**src/rtl/nes_pad_poller_if.sv**
```systemverilog
// Pad-side pins plus the published button frame of nes_pad_poller.
// master = the poller, slave = whatever drives the pads and consumes buttons.
interface nes_pad_poller_if #(
    parameter int NUM_PADS = 2
);
    logic                  enable;
    logic [NUM_PADS-1:0]   nes_data;
    logic                  nes_latch;
    logic                  nes_clk;
    logic [8*NUM_PADS-1:0] buttons;
    logic                  valid;
    logic [8*NUM_PADS-1:0] pressed;
    logic [1:0]            fsm_state;

    // valid is a one-cycle strobe with no ready: buttons and pressed are
    // meaningful on the valid cycle, buttons then holds until the next frame.
    modport master (
        input  enable, nes_data,
        output nes_latch, nes_clk, buttons, valid, pressed, fsm_state
    );
    modport slave (
        output enable, nes_data,
        input  nes_latch, nes_clk, buttons, valid, pressed, fsm_state
    );
endinterface

```
**src/rtl/nes_pad_poller.sv**
```systemverilog
// Multi-pad NES controller poller: shared latch/clock, parallel serial capture.
// Optional macro NES_PRESS_EDGE_EN builds the rising-edge "pressed" flags.
module nes_pad_poller #(
    parameter int NUM_PADS    = 2,
    parameter int CLK_DIV     = 300,
    parameter int POLL_PERIOD = 250000
) (
    input  logic              clk,
    input  logic              reset,
    nes_pad_poller_if.master  bus
);
    localparam int SLOT = 2 * CLK_DIV;
    localparam int PW   = $clog2(POLL_PERIOD) + 1;
    localparam int DW   = $clog2(SLOT) + 1;

    typedef enum logic [1:0] {
        IDLE  = 2'd0,
        LATCH = 2'd1,
        SHIFT = 2'd2,
        DONE  = 2'd3
    } state_t;

    state_t                state, state_n;
    logic [PW-1:0]         poll_cnt, poll_n;
    logic [DW-1:0]         div_cnt, div_n;
    logic [2:0]            bit_cnt, bit_n;
    logic [8*NUM_PADS-1:0] shreg, sh_n;
    logic [NUM_PADS-1:0]   sync1, sync2;
    logic                  div_last;
    logic                  latch_n, clk_n, valid_n;

    assign bus.fsm_state = state;
    assign div_last      = (div_cnt == DW'(SLOT - 1));

    // Pads idle high (released buttons), so the synchroniser resets to ones.
    always_ff @(posedge clk or posedge reset) begin
        if (reset) begin
            sync1 <= '1;
            sync2 <= '1;
        end else begin
            sync1 <= bus.nes_data;
            sync2 <= sync1;
        end
    end

    always_comb begin
        state_n = state;
        poll_n  = poll_cnt;
        div_n   = div_cnt;
        bit_n   = bit_cnt;
        sh_n    = shreg;
        case (state)
            IDLE: begin
                if (!bus.enable) begin
                    poll_n = '0;
                end else if (poll_cnt == PW'(POLL_PERIOD - 1)) begin
                    state_n = LATCH;
                    poll_n  = '0;
                    div_n   = '0;
                end else begin
                    poll_n = poll_cnt + PW'(1);
                end
            end
            LATCH: begin
                if (div_last) begin
                    state_n = SHIFT;
                    div_n   = '0;
                    bit_n   = '0;
                end else begin
                    div_n = div_cnt + DW'(1);
                end
            end
            SHIFT: begin
                if (div_last) begin
                    // First bit read lands in bit 0 after eight right shifts.
                    for (int p = 0; p < NUM_PADS; p++) begin
                        sh_n[8*p +: 8] = {~sync2[p], shreg[8*p+1 +: 7]};
                    end
                    div_n = '0;
                    if (bit_cnt == 3'd7) begin
                        state_n = DONE;
                    end else begin
                        bit_n = bit_cnt + 3'd1;
                    end
                end else begin
                    div_n = div_cnt + DW'(1);
                end
            end
            DONE: begin
                state_n = IDLE;
                poll_n  = '0;
                bit_n   = '0;
            end
            default: state_n = IDLE;
        endcase
    end

    // Outputs are registered from next-state so they line up with the state.
    always_comb begin
        latch_n = (state_n == LATCH);
        clk_n   = (state_n == SHIFT) && (bit_n != 3'd0) && (div_n < DW'(CLK_DIV));
        valid_n = (state_n == DONE);
    end

    always_ff @(posedge clk or posedge reset) begin
        if (reset) begin
            state         <= IDLE;
            poll_cnt      <= '0;
            div_cnt       <= '0;
            bit_cnt       <= '0;
            shreg         <= '0;
            bus.nes_latch <= 1'b0;
            bus.nes_clk   <= 1'b0;
            bus.valid     <= 1'b0;
            bus.buttons   <= '0;
        end else begin
            state         <= state_n;
            poll_cnt      <= poll_n;
            div_cnt       <= div_n;
            bit_cnt       <= bit_n;
            shreg         <= sh_n;
            bus.nes_latch <= latch_n;
            bus.nes_clk   <= clk_n;
            bus.valid     <= valid_n;
            if (valid_n) begin
                bus.buttons <= sh_n;
            end
        end
    end

`ifdef NES_PRESS_EDGE_EN
    always_ff @(posedge clk or posedge reset) begin
        if (reset) begin
            bus.pressed <= '0;
        end else if (valid_n) begin
            bus.pressed <= sh_n & ~bus.buttons;
        end else begin
            bus.pressed <= '0;
        end
    end
`else
    assign bus.pressed = '0;
`endif

endmodule

```
**src/flat_wrapper.sv**
```systemverilog
// flat-port wrapper written by rule: the top's interface ports become plain ports
module nes_pad_poller_flat 
#(
    parameter int NUM_PADS    = 2,
    parameter int CLK_DIV     = 300,
    parameter int POLL_PERIOD = 250000
)
  (clk, reset, bus_enable, bus_nes_data, bus_nes_latch, bus_nes_clk, bus_buttons, bus_valid, bus_pressed, bus_fsm_state);
  nes_pad_poller_if #(.NUM_PADS(NUM_PADS)) bus_i ();
  input  logic clk;
  input  logic reset;
  input wire logic [$bits(bus_i.enable)-1:0] bus_enable;
  input wire logic [$bits(bus_i.nes_data)-1:0] bus_nes_data;
  output wire logic [$bits(bus_i.nes_latch)-1:0] bus_nes_latch;
  output wire logic [$bits(bus_i.nes_clk)-1:0] bus_nes_clk;
  output wire logic [$bits(bus_i.buttons)-1:0] bus_buttons;
  output wire logic [$bits(bus_i.valid)-1:0] bus_valid;
  output wire logic [$bits(bus_i.pressed)-1:0] bus_pressed;
  output wire logic [$bits(bus_i.fsm_state)-1:0] bus_fsm_state;
  assign bus_i.enable = bus_enable;
  assign bus_i.nes_data = bus_nes_data;
  assign bus_nes_latch = bus_i.nes_latch;
  assign bus_nes_clk = bus_i.nes_clk;
  assign bus_buttons = bus_i.buttons;
  assign bus_valid = bus_i.valid;
  assign bus_pressed = bus_i.pressed;
  assign bus_fsm_state = bus_i.fsm_state;
  nes_pad_poller #(.NUM_PADS(NUM_PADS), .CLK_DIV(CLK_DIV), .POLL_PERIOD(POLL_PERIOD)) u_core (.clk(clk), .reset(reset), .bus(bus_i));
endmodule
```
**config.mk**
```make
export PLATFORM = sky130hd
export DESIGN_NAME = nes_pad_poller_flat
export DESIGN_NICKNAME = d
export VERILOG_FILES = /design/src/rtl/nes_pad_poller_if.sv /design/src/rtl/nes_pad_poller.sv /design/src/flat_wrapper.sv
export SDC_FILE = /design/constraint.sdc
export NUM_CORES = 1
export LEC_CHECK = 0
export CAP_MARGIN = 10
export CORE_ASPECT_RATIO = 1.2
export CORE_MARGIN = 1
export CORE_UTILIZATION = 55
export DETAILED_ROUTE_END_ITERATION = 12
export MAX_ROUTING_LAYER = met4
export PLACE_DENSITY = 0.84
export SLEW_MARGIN = 20
export SYNTH_ARGS = -nofsm -noshare
export SYNTH_HDL_FRONTEND = slang
export SYNTH_SLANG_ARGS = --single-unit
export TNS_END_PERCENT = 10
```
**constraint.sdc**
```tcl
create_clock -name clk -period 2.5 [get_ports clk]
set_input_delay 0.25 -clock clk [delete_from_list [all_inputs] [get_ports clk]]
set_output_delay 0.25 -clock clk [all_outputs]
set_load 0.02 [all_outputs]
```
# Word level (Yosys, flattened, before mapping)
# Index checks and enable logic that the tools add are counted.
dict set report classes {
  addsub 3
  n_mul 0
  div 0
  magnitude_cmp 1
  n_eq_ne 9
  shift 0
  muxes 19
  n_bitwise 2
  reduce_logical 6
}
# operator count
set ops {}
lappend ops {{19-bit two-way mux} 2}
lappend ops {{19-bit case mux with 2 select lines} 1}
lappend ops {{11-bit two-way mux} 3}
lappend ops {{16-bit two-way mux} 2}
lappend ops {{11-bit case mux with 2 select lines} 1}
lappend ops {{19-bit by 1-bit adder with 19-bit output (second input constant)} 1}
lappend ops {{19-bit by 18-bit equality test with 1-bit output (second input constant)} 1}
lappend ops {{11-bit by 1-bit adder with 11-bit output (second input constant)} 1}
lappend ops {{11-bit by 10-bit equality test with 1-bit output (second input constant)} 1}
lappend ops {{11-bit by 9-bit < comparator with 1-bit output (second input constant)} 1}
lappend ops {{2-bit two-way mux} 5}
lappend ops {{3-bit two-way mux} 3}
lappend ops {{3-bit case mux with 3 select lines} 1}
lappend ops {{2-bit equality test (second input constant)} 4}
lappend ops {{2-bit case mux with 4 select lines} 1}
lappend ops {{2-bit by 1-bit equality test with 1-bit output (second input constant)} 2}
lappend ops {{3-bit by 1-bit adder with 3-bit output (second input constant)} 1}
lappend ops {{3-bit equality test (second input constant)} 1}
lappend ops {{3-bit nonzero test} 1}
lappend ops {{1-bit logical AND} 2}
lappend ops {{2-bit logical NOT} 1}
lappend ops {{1-bit inverter} 2}
lappend ops {{2-bit nonzero test} 1}
lappend ops {{2-bit OR reduction} 1}
dict set report word_totals {
  register_bits 74
  latch_bits 0
  ram_bits 0
  romBits 0
  inputBits 5
  out_inout_bits 37
  wordCells 51
  memories 0
}

# Longest topological paths before layout
# Gate-level depths: netlist of the first run.
dict set report logic_depth {
  ltp_word 7
  mapped_depth 10
  ltp_nobuf 9
}

# Worst setup path after synthesis of the first run
# Ideal clock, no wire load.
dict set report synth_timing {
  path_type {register -> register}
  start {register u_core.state[0], in the netlist u_core.bus.fsm_state[0]}
  end {register u_core.bus.nes_clk}
  setup_ns 0.087
  t_arrival_ns 2.324
  required_time_ns 2.413
  slack_ns 0.089
  path_stages_with_launch 10
  n_path_buf 0
  period_less_slack_ns 2.411
  path_cell_list {dfrtp_1 > inv_1 > ha_1 > inv_1 > a311o_1 > a31oi_1 > o21ai_0 > o21ai_1 > or4b_1 > a211oi_2}
}
dict set report synth_between {
  word_cells_on_any_way 18
  classes_between {1 x order compare; 4 x eq/ne; 8 x mux; 5 x reduce/logical}
}
# item line
set synth_lines {}
lappend synth_lines {{start, declared} nes_pad_poller.sv:23} ;# state_t state, state_n;
lappend synth_lines {{start signal, assigned} nes_pad_poller.sv:117} ;# state <= state_n;
lappend synth_lines {{2-bit by 1-bit equality test with 1-bit output / 2-bit equality test (equally long branches)} nes_pad_poller.sv:52} ;# case (state)
lappend synth_lines {{2-bit OR reduction (no source line)} n/a}
lappend synth_lines {{11-bit case mux with 2 select lines *} nes_pad_poller.sv:52}
lappend synth_lines {{named net u_core.div_n[10]} nes_pad_poller.sv:25} ;# logic [DW-1:0] div_cnt, div_n;
lappend synth_lines {{11-bit by 9-bit < comparator with 1-bit output *} nes_pad_poller.sv:101} ;# clk_n = (state_n == SHIFT) && (bit_n != 3'd0) && (div_n < DW'(CLK_DIV));
lappend synth_lines {{1-bit logical AND *} nes_pad_poller.sv:101}
lappend synth_lines {{named net u_core.clk_n} nes_pad_poller.sv:30} ;# logic latch_n, clk_n, valid_n;
lappend synth_lines {{end signal, assigned} nes_pad_poller.sv:123} ;# bus.nes_clk <= clk_n;
lappend synth_lines {{end, declared} nes_pad_poller_if.sv:19} ;# output nes_latch, nes_clk, buttons, valid, pressed, fsm_state
# The timed path passes the listed nets; every way through them passes the cells marked *.
# A chain may end at the register's enable or synchronous reset.

# Final worst setup path of the first run
dict set report layout_timing {
  start {register u_core.div_cnt[7]}
  end {register u_core.bus.nes_clk}
}
dict set report layout_between {
  elab_chain_len 6
  word_cells_on_any_way 17
  classes_between {1 x add/sub; 1 x order compare; 2 x eq/ne; 10 x mux; 3 x reduce/logical}
}
# item line
set layout_rtl {}
lappend layout_rtl {{start, declared} nes_pad_poller.sv:25}
lappend layout_rtl {{start signal, assigned} nes_pad_poller.sv:119} ;# div_cnt <= div_n;
lappend layout_rtl {{11-bit by 10-bit equality test with 1-bit output *} nes_pad_poller.sv:33} ;# assign div_last = (div_cnt == DW'(SLOT - 1));
lappend layout_rtl {{2-bit two-way mux (on tied branches)} {nes_pad_poller.sv:74, nes_pad_poller.sv:65}}
lappend layout_rtl {{2-bit case mux with 4 select lines *} nes_pad_poller.sv:52}
lappend layout_rtl {{named net u_core.state_n[0]} nes_pad_poller.sv:23}
lappend layout_rtl {{2-bit equality test *} nes_pad_poller.sv:101}
lappend layout_rtl {{1-bit logical AND * (2 in a row)} nes_pad_poller.sv:101}
lappend layout_rtl {{named net u_core.clk_n} nes_pad_poller.sv:30}
# Marked as above.

==> out/summary.md, run 1 <==
During synthesis, Yosys emitted a total of 0 warnings. The DRC violation total after the first TritonRoute iteration came out at 148. Setup repair after global routing left no endpoint under its margin. Routability-driven placement finished with a final weighted congestion of 0.857.

After clock tree synthesis, the clock-pin slew on the worst setup and hold paths is 80 ps. The prevailing post-synth register cell was sky130_fd_sc_hd__dfrtp_1. In this run the top signal layer used is met4.

The tools report the setup slack at placement as 107 ps. Across all hold checks on the routed design, the worst slack comes to 297 ps. For the first-pass GRT wire length, the log shows 11500 µm.

The count of maximum capacitance violations came out at 0. The logs give 0.389 mV for the highest ir drop seen on vdd and 0 for the number of antenna repair diodes. The number of H-tree levels is 3. The logs give 5 for the iteration count of the initial detailed-routing pass and 0 for the remaining antenna violation count after routing. In the detailed route, the total length drawn on met2 is 3520 µm. The floorplan step defined a die boundary enclosing 7020 µm².

Highest-delay cell along the critical path: sky130_fd_sc_hd__or4b_1. The die is 91.6 µm tall. Counting cells, the worst reg-to-reg path comes to 7.

The tools report the final-report max-slew violation count as 0. The cell count of the worst hold path came out at 1. The sequential element share of the synthesized area is 0.505.

Summing over every cut layer, the via total after detailed routing is 2499. The run gives 2670 ps as the data arrival time of the critical path. After clock tree synthesis, the flow added hold-fix buffers numbering 0. The async set or reset register ratio after synthesis is 1.00. In this design, the stage delay of the slowest critical-path cell is 540 ps. The total track usage is 0.218. Counting along the longest clock path gives a buffer depth of 2.

The final-report setup violation count came out at 0. Clock period minus final worst setup slack: 2400 ps. The total area inside the core boundary comes to 6450 µm².

The internal portion of the total power is 1680 µW. Fraction of layout instances using a drive strength above 1: 0.211. The worst setup path is captured at a flop. In the detailed route, the total length drawn on met3 is 278 µm.

Summed over all layers, the global routing overflow is 0. The number of register bits inferred by synthesis is 74. The final layout net count was 374.

The tools report the clock latency on the worst-skew pair as 350 ps. In the final timing run, aggregate negative setup slack is 0 ps. The post-detailed-route wirelength per cell is 15.1 µm, and the number of buffers and inverters on the critical path is 1.

The tools report the power share of the sequential group as 0.550. TritonCTS built the clock tree. The maximum number of pins on one net before global-route repair was 38; the routed metal-1 wirelength was 2850 µm. The run gives 4720 µm as the HPWL after detailed placement. The logic gate share of total power was 0.028. Clock tree root buffer cell: sky130_fd_sc_hd__clkbuf_8. Across the routed clock network, the largest skew measured is 12.7 ps. The number of global-route vias before repair was 2476; the routed wire length was 6820 µm.

The share of the synthesized area in the top cell type came out at 0.476. The initial antenna violation count is 0. In the routed design, unresolved DRC markers number 0. After synthesis the cells add up to 3680 µm². Switching share of power: 0.235. The power density over the cells came out at 525 nW/µm². The tree built by TritonCTS fans out to 74 sinks. The layout overhead on the synthesized area was 13.6%. In this run the number of cells on the critical path is 7.

The worst hold path belongs to the class primary input to flop. Sorting the synthesized cells by area gives the leading types as sky130_fd_sc_hd__dfrtp_1 (48%), sky130_fd_sc_hd__mux2_2 (6.4%), sky130_fd_sc_hd__o21ai_0 (3.8%). Category of the critical setup timing path: flop to flop. The run gives 2200 µW as the total power. After detailed routing, the number of vias per cell comes to 5.55.

The library cell with the largest summed area after synthesis was sky130_fd_sc_hd__dfrtp_1. The tools report the kind of launch point of the worst setup path as a flop. Timing would allow up to 417 MHz. The share of the cycle needed by the critical path after routing is 0.960, and the switching power is 516 µW. The data required time of the critical path is 2770 ps. The number of enable-type register cells in the synthesized netlist was 0; the slack of the critical path was 99.6 ps. After synthesis, the most frequently instantiated cells are sky130_fd_sc_hd__dfrtp_1 (70), sky130_fd_sc_hd__nand2_1 (29), sky130_fd_sc_hd__o21ai_0 (28).

The floorplan has 32 rows. The initial core utilization came out at 0.570. Along the worst path, the maximum fanout reaches 9. The total clock buffers created by CTS came out at 9. The share of the core filled with cells came out at 0.648.

For the portion of total power attributed to the clock network, the log shows 0.422. Each instance of the synthesized netlist takes up on average 11.2 µm². The synthesized netlist contains 57 unique library cells. The dominant cell by count in the synthesized netlist was sky130_fd_sc_hd__dfrtp_1. The width of the chip was 76.6 µm. The hold violation total from the final report is 0, and the static leakage is 0.00184 µW.

The run finished with clean final reports. Family with the most delay on the worst path: simple AND/OR/NAND/NOR gates. The number of port buffers was 25.

The signal on the critical path passes through nor4b_4, nand3_4, a211o_1, o31ai_2, inv_2, or4b_1, a211oi_2. After technology mapping, the gate count stands at 327. During I/O placement, the number of pins put on the boundary was 42.
-- final timing paths --
check | endpoint | from | slack, ps
setup / recovery | u_core.bus.nes_clk | u_core.div_cnt[7] | 100
hold / removal | u_core.sync1[1] | bus_nes_data[1] | 300
setup reg to reg | u_core.bus.nes_clk | u_core.div_cnt[7] | 100
hold reg to reg | u_core.sync2[1] | u_core.sync1[1] | 360
max in group asynchronous | u_core.poll_cnt[10] | reset | 1820
min in group asynchronous | u_core.bus.buttons[0] | reset | 320
-- placed cells by master, fill, tap and decap left out, types with 3 or more instances in the layout --
cell type,Yosys,routed
sky130_fd_sc_hd__and2_1,3,3
sky130_fd_sc_hd__a21oi_1,6,6
sky130_fd_sc_hd__clkbuf_8,1,9
sky130_fd_sc_hd__conb_1,1,16
sky130_fd_sc_hd__dfstp_2,4,4
sky130_fd_sc_hd__and3_1,5,5
sky130_fd_sc_hd__xnor2_1,4,4
sky130_fd_sc_hd__mux2_4,9,9
sky130_fd_sc_hd__nor2b_1,3,3
sky130_fd_sc_hd__clkdlybuf4s50_1,0,25
sky130_fd_sc_hd__o21ai_1,2,3
sky130_fd_sc_hd__nor3_1,7,6
sky130_fd_sc_hd__nand4_1,5,5
sky130_fd_sc_hd__nor2_1,22,21
sky130_fd_sc_hd__ha_1,9,8
sky130_fd_sc_hd__mux2_2,21,21
sky130_fd_sc_hd__o21ai_0,28,27
sky130_fd_sc_hd__nand2_1,29,29
sky130_fd_sc_hd__nand2b_1,5,5
sky130_fd_sc_hd__nand3_1,12,12
sky130_fd_sc_hd__buf_4,16,6
sky130_fd_sc_hd__inv_1,10,9
sky130_fd_sc_hd__xor2_1,7,7
sky130_fd_sc_hd__dfrtp_1,70,70
-- state kept, by name, summed over array words and instances (netlist names) --
name / cells
u_core.poll_cnt: 19
u_core.bus.buttons: 16
u_core.shreg: 16
u_core.div_cnt: 11
u_core.bit_cnt: 3
u_core.bus.fsm_state: 2
u_core.sync1: 2
u_core.sync2: 2
u_core.bus.nes_clk: 1
u_core.bus.nes_latch: 1
u_core.bus.valid: 1
-- cells by family (layout without fill, tap and decap cells) --
| kind of cell | Yosys count | in the layout | synth area share |
|---|---|---|---|
| flip-flops | 74 | 74 | 0.505 |
| AND/OR/NAND/NOR | 106 | 106 | 0.162 |
| AO/OA/AOI/OAI | 57 | 58 | 0.103 |
| buffers and inverters | 37 | 59 | 0.0650 |
| other | 1 | 16 | 0.00102 |
| XOR/XNOR | 11 | 11 | 0.0262 |
| multiplexers | 32 | 32 | 0.107 |
| adder cells (fa/ha/maj) | 9 | 9 | 0.0306 |
-- layout make-up --
| cell class | instances | area (µm²) |
|---|---|---|
| Clock buffer | 10 | 128 |
| Clock inverter | 6 | 67.6 |
| Fill cell | 486 | 2270 |
| Inverter | 11 | 41.3 |
| Multi-Input combinational cell | 232 | 1660 |
| Sequential cell | 74 | 1860 |
| Tap cell | 85 | 106 |
| Timing Repair Buffer | 32 | 315 |
-- layer usage --
layer / GRT usage / vias to the layer above
li1: - / 1188
met1: 0.245 / 1229
met2: 0.369 / 65
met3: 0.0402 / 17
met4: 0.115 / 0
met5: - / -
-- what timing repair did --
action,in CTS,in global routing
setup buffers,0,1
endpoints found under the setup margin,0,1
gates resized for setup,0,4
-- worst reg2reg max path: cells and delay by family, from the launching register on --
kind	cells	cell delay, ps
DFF	1	460
and+or+nand+nor	3	1130
AOI/OAI and AO/OA	3	660
buffers and inverters	1	80
-- through the flow --
step                      instance area [µm²]  instances
final                                    4180        450
after global routing                     4180        450
after CTS                                4150        448
after detailed placement                 3950        432
after global placement                   3950        432
after floorplan                          3730        342
-- power groups by stage --
stage,clock network (µW),logic (µW),registers [µW]
after floorplan,0,64.1,1230
after global placement,0,62.1,1230
after detailed placement,0,62.9,1230
after CTS,939,63.2,1210
after global routing,991,70.8,1210
final,927,62.2,1210
Note: power is estimated with default switching activity, not from simulation.
==> run 2: changes to the inputs <==
--- a/config.mk
+++ b/config.mk
@@ -5,7 +5,7 @@
 export SDC_FILE = /design/constraint.sdc
 export NUM_CORES = 1
 export LEC_CHECK = 0
-export CAP_MARGIN = 10
+export CAP_MARGIN = 20
 export CORE_ASPECT_RATIO = 1.2
 export CORE_MARGIN = 1
 export CORE_UTILIZATION = 55
@@ -16,4 +16,4 @@
 export SYNTH_ARGS = -nofsm -noshare
 export SYNTH_HDL_FRONTEND = slang
 export SYNTH_SLANG_ARGS = --single-unit
-export TNS_END_PERCENT = 10
+export TNS_END_PERCENT = 30
==> results of run 2 <==
No change in the layout: final DEF, timing and power equal those of run 1.
==> run 3: changes to the inputs <==
--- a/config.mk
+++ b/config.mk
@@ -9,6 +9,7 @@
 export CORE_ASPECT_RATIO = 1.2
 export CORE_MARGIN = 1
 export CORE_UTILIZATION = 55
+export CTS_CLUSTER_SIZE = 30
 export DETAILED_ROUTE_END_ITERATION = 12
 export MAX_ROUTING_LAYER = met4
 export PLACE_DENSITY = 0.84
==> results of run 3 <==
No change in the layout: final DEF, timing and power equal those of run 1.
